### src/rtl/alu_cmd_sequencer.sv
// Request/response front end for the arithmetic unit: latches one operation, issues it,
// waits a fixed latency, captures the result and holds it until the consumer takes it.
module alu_cmd_sequencer #(
    parameter int unsigned IN_WIDTH  = 8,
    parameter int unsigned OUT_WIDTH = 16,
    parameter int unsigned LATENCY   = 1
) (
    input  logic                 clk,
    input  logic                 RST,
    input  logic                 req_valid,
    output logic                 req_ready,
    input  logic [1:0]           req_op,
    input  logic [IN_WIDTH-1:0]  req_a,
    input  logic [IN_WIDTH-1:0]  req_b,
    output logic [IN_WIDTH-1:0]  A,
    output logic [IN_WIDTH-1:0]  B,
    output logic [1:0]           ALU_FUN,
    output logic                 Arith_Enable,
    input  logic [OUT_WIDTH-1:0] Arith_OUT,
    input  logic                 Carry_OUT,
    input  logic                 Arith_Flag,
    output logic                 rsp_valid,
    input  logic                 rsp_ready,
    output logic [OUT_WIDTH-1:0] rsp_data,
    output logic                 rsp_carry,
    output logic                 rsp_err,
    output logic [15:0]          op_count
);

    typedef enum logic [1:0] {StIdle, StIssue, StWait, StResp} state_e;

    localparam logic [2:0] LatLoad = 3'(LATENCY);
    localparam logic [1:0] OpDiv   = 2'b11;

    state_e                state_q, state_d;
    logic [2:0]            cnt_q, cnt_d;
    logic [IN_WIDTH-1:0]   a_q, a_d, b_q, b_d;
    logic [1:0]            fun_q, fun_d;
    logic [OUT_WIDTH-1:0]  data_q, data_d;
    logic                  carry_q, carry_d;
    logic                  err_q, err_d;
    logic [15:0]           count_q, count_d;

    always_comb begin
        state_d = state_q;
        cnt_d   = cnt_q;
        a_d     = a_q;
        b_d     = b_q;
        fun_d   = fun_q;
        data_d  = data_q;
        carry_d = carry_q;
        err_d   = err_q;
        count_d = count_q;
        unique case (state_q)
            StIdle: begin
                if (req_valid) begin
                    a_d   = req_a;
                    b_d   = req_b;
                    fun_d = req_op;
                    // Divide-by-zero never reaches the unit; answer directly.
                    if (req_op == OpDiv && req_b == '0) begin
                        state_d = StResp;
                        data_d  = '1;
                        carry_d = 1'b0;
                        err_d   = 1'b1;
                    end else begin
                        state_d = StIssue;
                    end
                end
            end
            StIssue: begin
                state_d = StWait;
                cnt_d   = LatLoad;
            end
            StWait: begin
                if (cnt_q == 3'd1) begin
                    state_d = StResp;
                    data_d  = Arith_OUT;
                    carry_d = Carry_OUT;
                    err_d   = ~Arith_Flag;
                end else begin
                    cnt_d = cnt_q - 3'd1;
                end
            end
            StResp: begin
                if (rsp_ready) begin
                    state_d = StIdle;
                    if (count_q != 16'hFFFF) count_d = count_q + 16'd1;
                end
            end
            default: state_d = StIdle;
        endcase
    end

    always_ff @(posedge clk or negedge RST) begin
        if (!RST) begin
            state_q <= StIdle;
            cnt_q   <= '0;
            a_q     <= '0;
            b_q     <= '0;
            fun_q   <= '0;
            data_q  <= '0;
            carry_q <= 1'b0;
            err_q   <= 1'b0;
            count_q <= '0;
        end else begin
            state_q <= state_d;
            cnt_q   <= cnt_d;
            a_q     <= a_d;
            b_q     <= b_d;
            fun_q   <= fun_d;
            data_q  <= data_d;
            carry_q <= carry_d;
            err_q   <= err_d;
            count_q <= count_d;
        end
    end

    // req_ready is gated by RST so every output reads 0 while reset is held.
    assign req_ready    = RST && (state_q == StIdle);
    assign Arith_Enable = (state_q == StIssue);
    assign rsp_valid    = (state_q == StResp);
    assign A            = a_q;
    assign B            = b_q;
    assign ALU_FUN      = fun_q;
    assign rsp_data     = data_q;
    assign rsp_carry    = carry_q;
    assign rsp_err      = err_q;
    assign op_count     = count_q;

endmodule

### config.mk
export PLATFORM = sky130hd
export DESIGN_NAME = alu_cmd_sequencer
export DESIGN_NICKNAME = d
export VERILOG_FILES = /design/src/rtl/alu_cmd_sequencer.sv
export SDC_FILE = /design/constraint.sdc
export NUM_CORES = 1
export LEC_CHECK = 0
export CAP_MARGIN = 15
export CELL_PAD_IN_SITES_DETAIL_PLACEMENT = 1
export CELL_PAD_IN_SITES_GLOBAL_PLACEMENT = 1
export CORE_ASPECT_RATIO = 1.25
export CORE_MARGIN = 1.5
export CORE_UTILIZATION = 34
export CTS_CLUSTER_SIZE = 10
export DETAILED_ROUTE_END_ITERATION = 10
export PLACE_DENSITY = 0.81
export SYNTH_ARGS = -nofsm -noshare
export SYNTH_HDL_FRONTEND = slang
export SYNTH_SLANG_ARGS = --single-unit
### constraint.sdc
create_clock -name clk -period 2.4 [get_ports clk]
set_clock_uncertainty 0.05 [all_clocks]
set_input_delay 0.48 -clock clk [delete_from_list [all_inputs] [get_ports clk]]
set_output_delay 0.48 -clock clk [all_outputs]
set_load 0.05 [all_outputs]
---- Yosys cells after proc, flatten, opt, wreduce, memory -nomap -nowiden ----
Cells that the tools add are included.
storage, ports and cells
  flip-flop bits (word level) ............. 57
  input bits .............................. 40
  logic and storage cells ................. 53
operators by class
  $add $sub $neg .......................... 2
  eq/ne operators ......................... 11
  mux-type cells .......................... 19
  bitwise logic cells ..................... 1
  reduce and logical (&&, ||, !) cells .... 11
operators by type and width
  cell                     number
  $mux W16                 3
  $pmux W16 S2             1
  $add A16 B1 Y16 const B  1
  $ne A16 B16 Y1 const B   1
  $logic_not A8 Y1         1
  $mux W2                  4
  $ne A2 B2 Y1 const B     4
  $pmux W2 S4              1
  $eq A2 B2 Y1 const B     3
  $mux W1                  6
  $pmux W3 S2              1
  $reduce_and A3 Y1        2
  $pmux W1 S2              2
  $reduce_and A2 Y1        2
  $reduce_and A4 Y1        1
  $reduce_bool A2 Y1       2
  $eq A3 B1 Y1 const B     1
  $mux W3                  1
  $sub A3 B1 Y3 const B    1
  $eq A2 B1 Y1 const B     1
  $logic_and A1 B1 Y1      2
  $logic_not A2 Y1         1
  $ne A2 B1 Y1 const B     1
  $not A1 Y1               1

---- Logic depth before layout (Yosys ltp) ----
  word-level depth ........................ 5
  mapped depth ............................ 8

---- Least setup slack after synthesis ----
Ideal clock, no wire load.
  path type ............................... in2reg
  start ................................... in req_b[5]
  end ..................................... reg data_q[10], in the netlist rsp_data[10]
  setup time .............................. 0.121 ns
  arrival time ............................ 2.098 ns
  slack ................................... 0.131 ns
  stages on the path ...................... 6
  cell sequence ........................... or4_4 o41ai_2 or3b_1 buf_6 buf_8 o22a_1
between the ends
  word-level cells in the longest chain between the ends .. 4
ends and longest elaborated chain
  what                                line  source
  from (decl)                         14    input logic [IN_WIDTH-1:0] req_b,
  $logic_not A8 Y1                    61    if (req_op == OpDiv && req_b == '0) begin
  $logic_and A1 B1 Y1                 61
  $ne A2 B2 Y1 (no source line)       -
  $reduce_and A4 Y1 (no source line)  -
  to (signal assigned)                112   data_q <= data_d;
  to (decl)                           39    logic [OUT_WIDTH-1:0] data_q, data_d;
No other way between the ends.
A chain may end at the register's enable or synchronous reset.

---- Worst setup path in the final report ----
  start ................................... in req_b[5]
  end ..................................... reg data_q[3], in the netlist rsp_data[3]
The elaborated chain is that of the path after synthesis.

==> metrics <==
RSZ-0062 raised after global routing=false; crit start category=input port; number of max-cap violations=0; Yosys top cell area share=56.2%; r2r worst-path depth=6; total track usage=17.9%; most common cell in the synthesized netlist=dfrtp_1; Placement Cell Area=roughly 3600 um2; Core Area=7310 um2; top post-synthesis cells by count=dfrtp_1, mux2_2, inv_1; GR Layer Usage met3=~7.2%; CTS buffer count=9; # IOs=95; sequential fraction of the synthesis area=56.2%; Power Dens Cells=1360 nW/um2; top_reg_cell synth=dfrtp_1; Min Hold Slack=0.274 ns; vias in the first global route=2284; Final Hold Fails=0; Worst-Skew Late Latency=0.33 ns; vias per cell=just over 5; Syn Inst Count=about 200; vias=about 2.1k; CTS tree=yes; sequence of cells on the critical path=clkdlybuf4s50_1 -> or4_4 -> o41ai_4 -> or3b_4 -> buf_8 -> o22a_2; mux share of post-synthesis cell area=between 10% and 20%; library cells used by synthesis=38; synth top area cells=dfrtp_1, mux2_2, ha_1, o22a_2, o22a_1; Post-synth ARST share=100%; dpl ws=-0.366 ns; status=completed; final max-slew violation count=0; met1 Usage GRT=19.6%; Synth Area in XOR/XNOR=between 2 and 2.5%; slew of the pin with the lowest slew margin=0.739 ns; clock transition at the registers of the reported paths=0.07 ns; initial antenna violation count=0; Slowest cell on crit path=or4_4; area occupied by registers=1430 um2; Buffers on Ports=94; crit path kind=in2reg; FF+latch count, synth=57; first-pass GRT wire length=11000 um; CTS Root Cell=clkbuf_8; Die H=99.6 um; largest family of logic cells by synthesized area=compound AO/OA/AOI/OAI gates; final routed DRC violation total=0; # fillers=763; Synth Area in Adders=3.94%; worst reg2reg startpoint=cnt_q[1]; Synthesized Nets=around 250; largest net degree at the start of global routing=58; busiest grt layer=met2; Post-Synth Simple-Gate Area=10.6%; max_slew headroom=around half; setup TNS=0 ns; slack of the critical path=0.0640 ns; First-pass DRT Iterations=4; share of layout cells above drive strength 1=20.1%; Final ANT Viol Nets=0; synthesized area per cell=12.6 um2; clk sinks=57; Leak Pwr=0.00161 uW; max incr delay on CP=0.56 ns; post-synth top area cell=dfrtp_1; Antenna diodes=0; GR Layer Usage met2=around a third; Post-CTS Setup Inserts=0; Period minus WS final=2.34 ns; mapped cell area=2540 um2; clk buf depth=2; FF-to-FF End=state_q[0]; R2R setup slack=0.43 ns; Post-synth EDFFs=0; RD Place Congestion=a little under 0.7; die footprint=roughly 8000 um2; DRT iter0 DRCs=51; multi-input logic area=a little over 1000 um2; Post-CTS Hold Buffers=0; CP Data Required Time=2.56 ns; Chip Width=between 80 and 90 um; CP endpoint kind=register; hold crit path type=in2async; CP Data Arrival Time=2.50 ns; HPWL after DPL=4520 um; compound-cell area share of the yosys netlist=12.8%; maximum fanout along the worst path=18; Max VDD drop=0.674 mV; htree depth=3; initial core utilization=34.7%; Max Clock Freq=428 MHz; per-cell routed wire length=between 15 and 20 um; total grt overflow=0; Final period util=97.3%; Final Cell Area=between 3000 and 4000 um2; Routed WL=6520 um; yosys warns=0; fin nets=357; area growth from synthesis to layout=52.2%; Std-Cell Rows=35; setup violators final=0
[sequential cells by signal (all words and copies together) (netlist names)]
name,cells
op_count,16
rsp_data,16
A,8
B,8
cnt_q,3
ALU_FUN,2
state_q,2
rsp_carry,1
rsp_err,1
[final cells by class]
type	count	area share [%]
clock buffer	11	3.92
inverter	13	1.26
tap	92	2.98
clock inverter	5	2.01
timing repair buffer	102	26.4
sequential	57	36.9
multi-input combinational	126	26.5
[how the worst max path moves through the flow]
stage / from / end / slack (ns) / cells past startpoint
final: req_b[5] / rsp_data[3] / 0.06 / 6
after detailed placement: req_b[5] / rsp_data[7] / -0.37 / 6
after floorplan: req_b[5] / rsp_data[10] / 0.13 / 6
after CTS: req_b[5] / rsp_data[3] / 0.02 / 6
after global routing: req_b[5] / rsp_data[3] / 0.03 / 6
after global placement: req_b[5] / rsp_data[3] / -0.33 / 6
[cells in the final DEF (no fill, tap or decap), types with 3 or more instances in the layout]
cell / n
ha_1: 8
o22a_1: 9
nand2_1: 7
dfrtp_1: 57
nand4_1: 5
o21ai_0: 3
mux2_2: 20
a21oi_1: 5
nor2_1: 7
xnor2_1: 3
clkbuf_8: 11
xor2_1: 3
mux2i_1: 4
nor4_1: 4
clkdlybuf4s50_1: 90
o21a_1: 3
inv_1: 13
buf_4: 8
and2_1: 3
nand3_1: 10
o22a_2: 8
[where the power goes]
part	switching, uW	internal (uW)
Clock	386	638
Sequential	210	1270
Combinational	1690	1050
[routing by layer]
layer  vias to the layer above  routed length (um)
li1                        950                   -
met1                      1037                2490
met2                        66                3500
met3                         9                 464
met4                         0                  64
met5                         -                   0
[critical path, delay by kind of cell]
kind	cells	cell delay, ns
AOI/OAI and AO/OA	2	0.44
and+or+nand+nor	2	0.99
buffers and inverters	2	0.59
[kinds of logic after synthesis]
group,count (synthesis)
compound gates,40
xor+xnor,6
fa+ha+maj,8
buf+inv,18
flops,57
mux,24
simple gates,48
[per-stage QoR]
step	util, %	std cells	power (uW)
2_1_floorplan	-	201	3300
3_3_place_gp	49.4	390	4150
3_5_place_dp	49.4	390	4210
4_1_cts	52.8	406	5300
5_1_grt	52.9	406	5510
6_report	52.9	406	5240
[timing repair]
| item | CTS | global route |
|---|---|---|
| hold endpoints to repair | 0 | 0 |
| setup endpoints to repair | 5 | 13 |
| cloned | 0 | 0 |
| pin swaps | 0 | 1 |
| resized for setup | 2 | 2 |
Note: power is estimated with default switching activity, not from simulation.
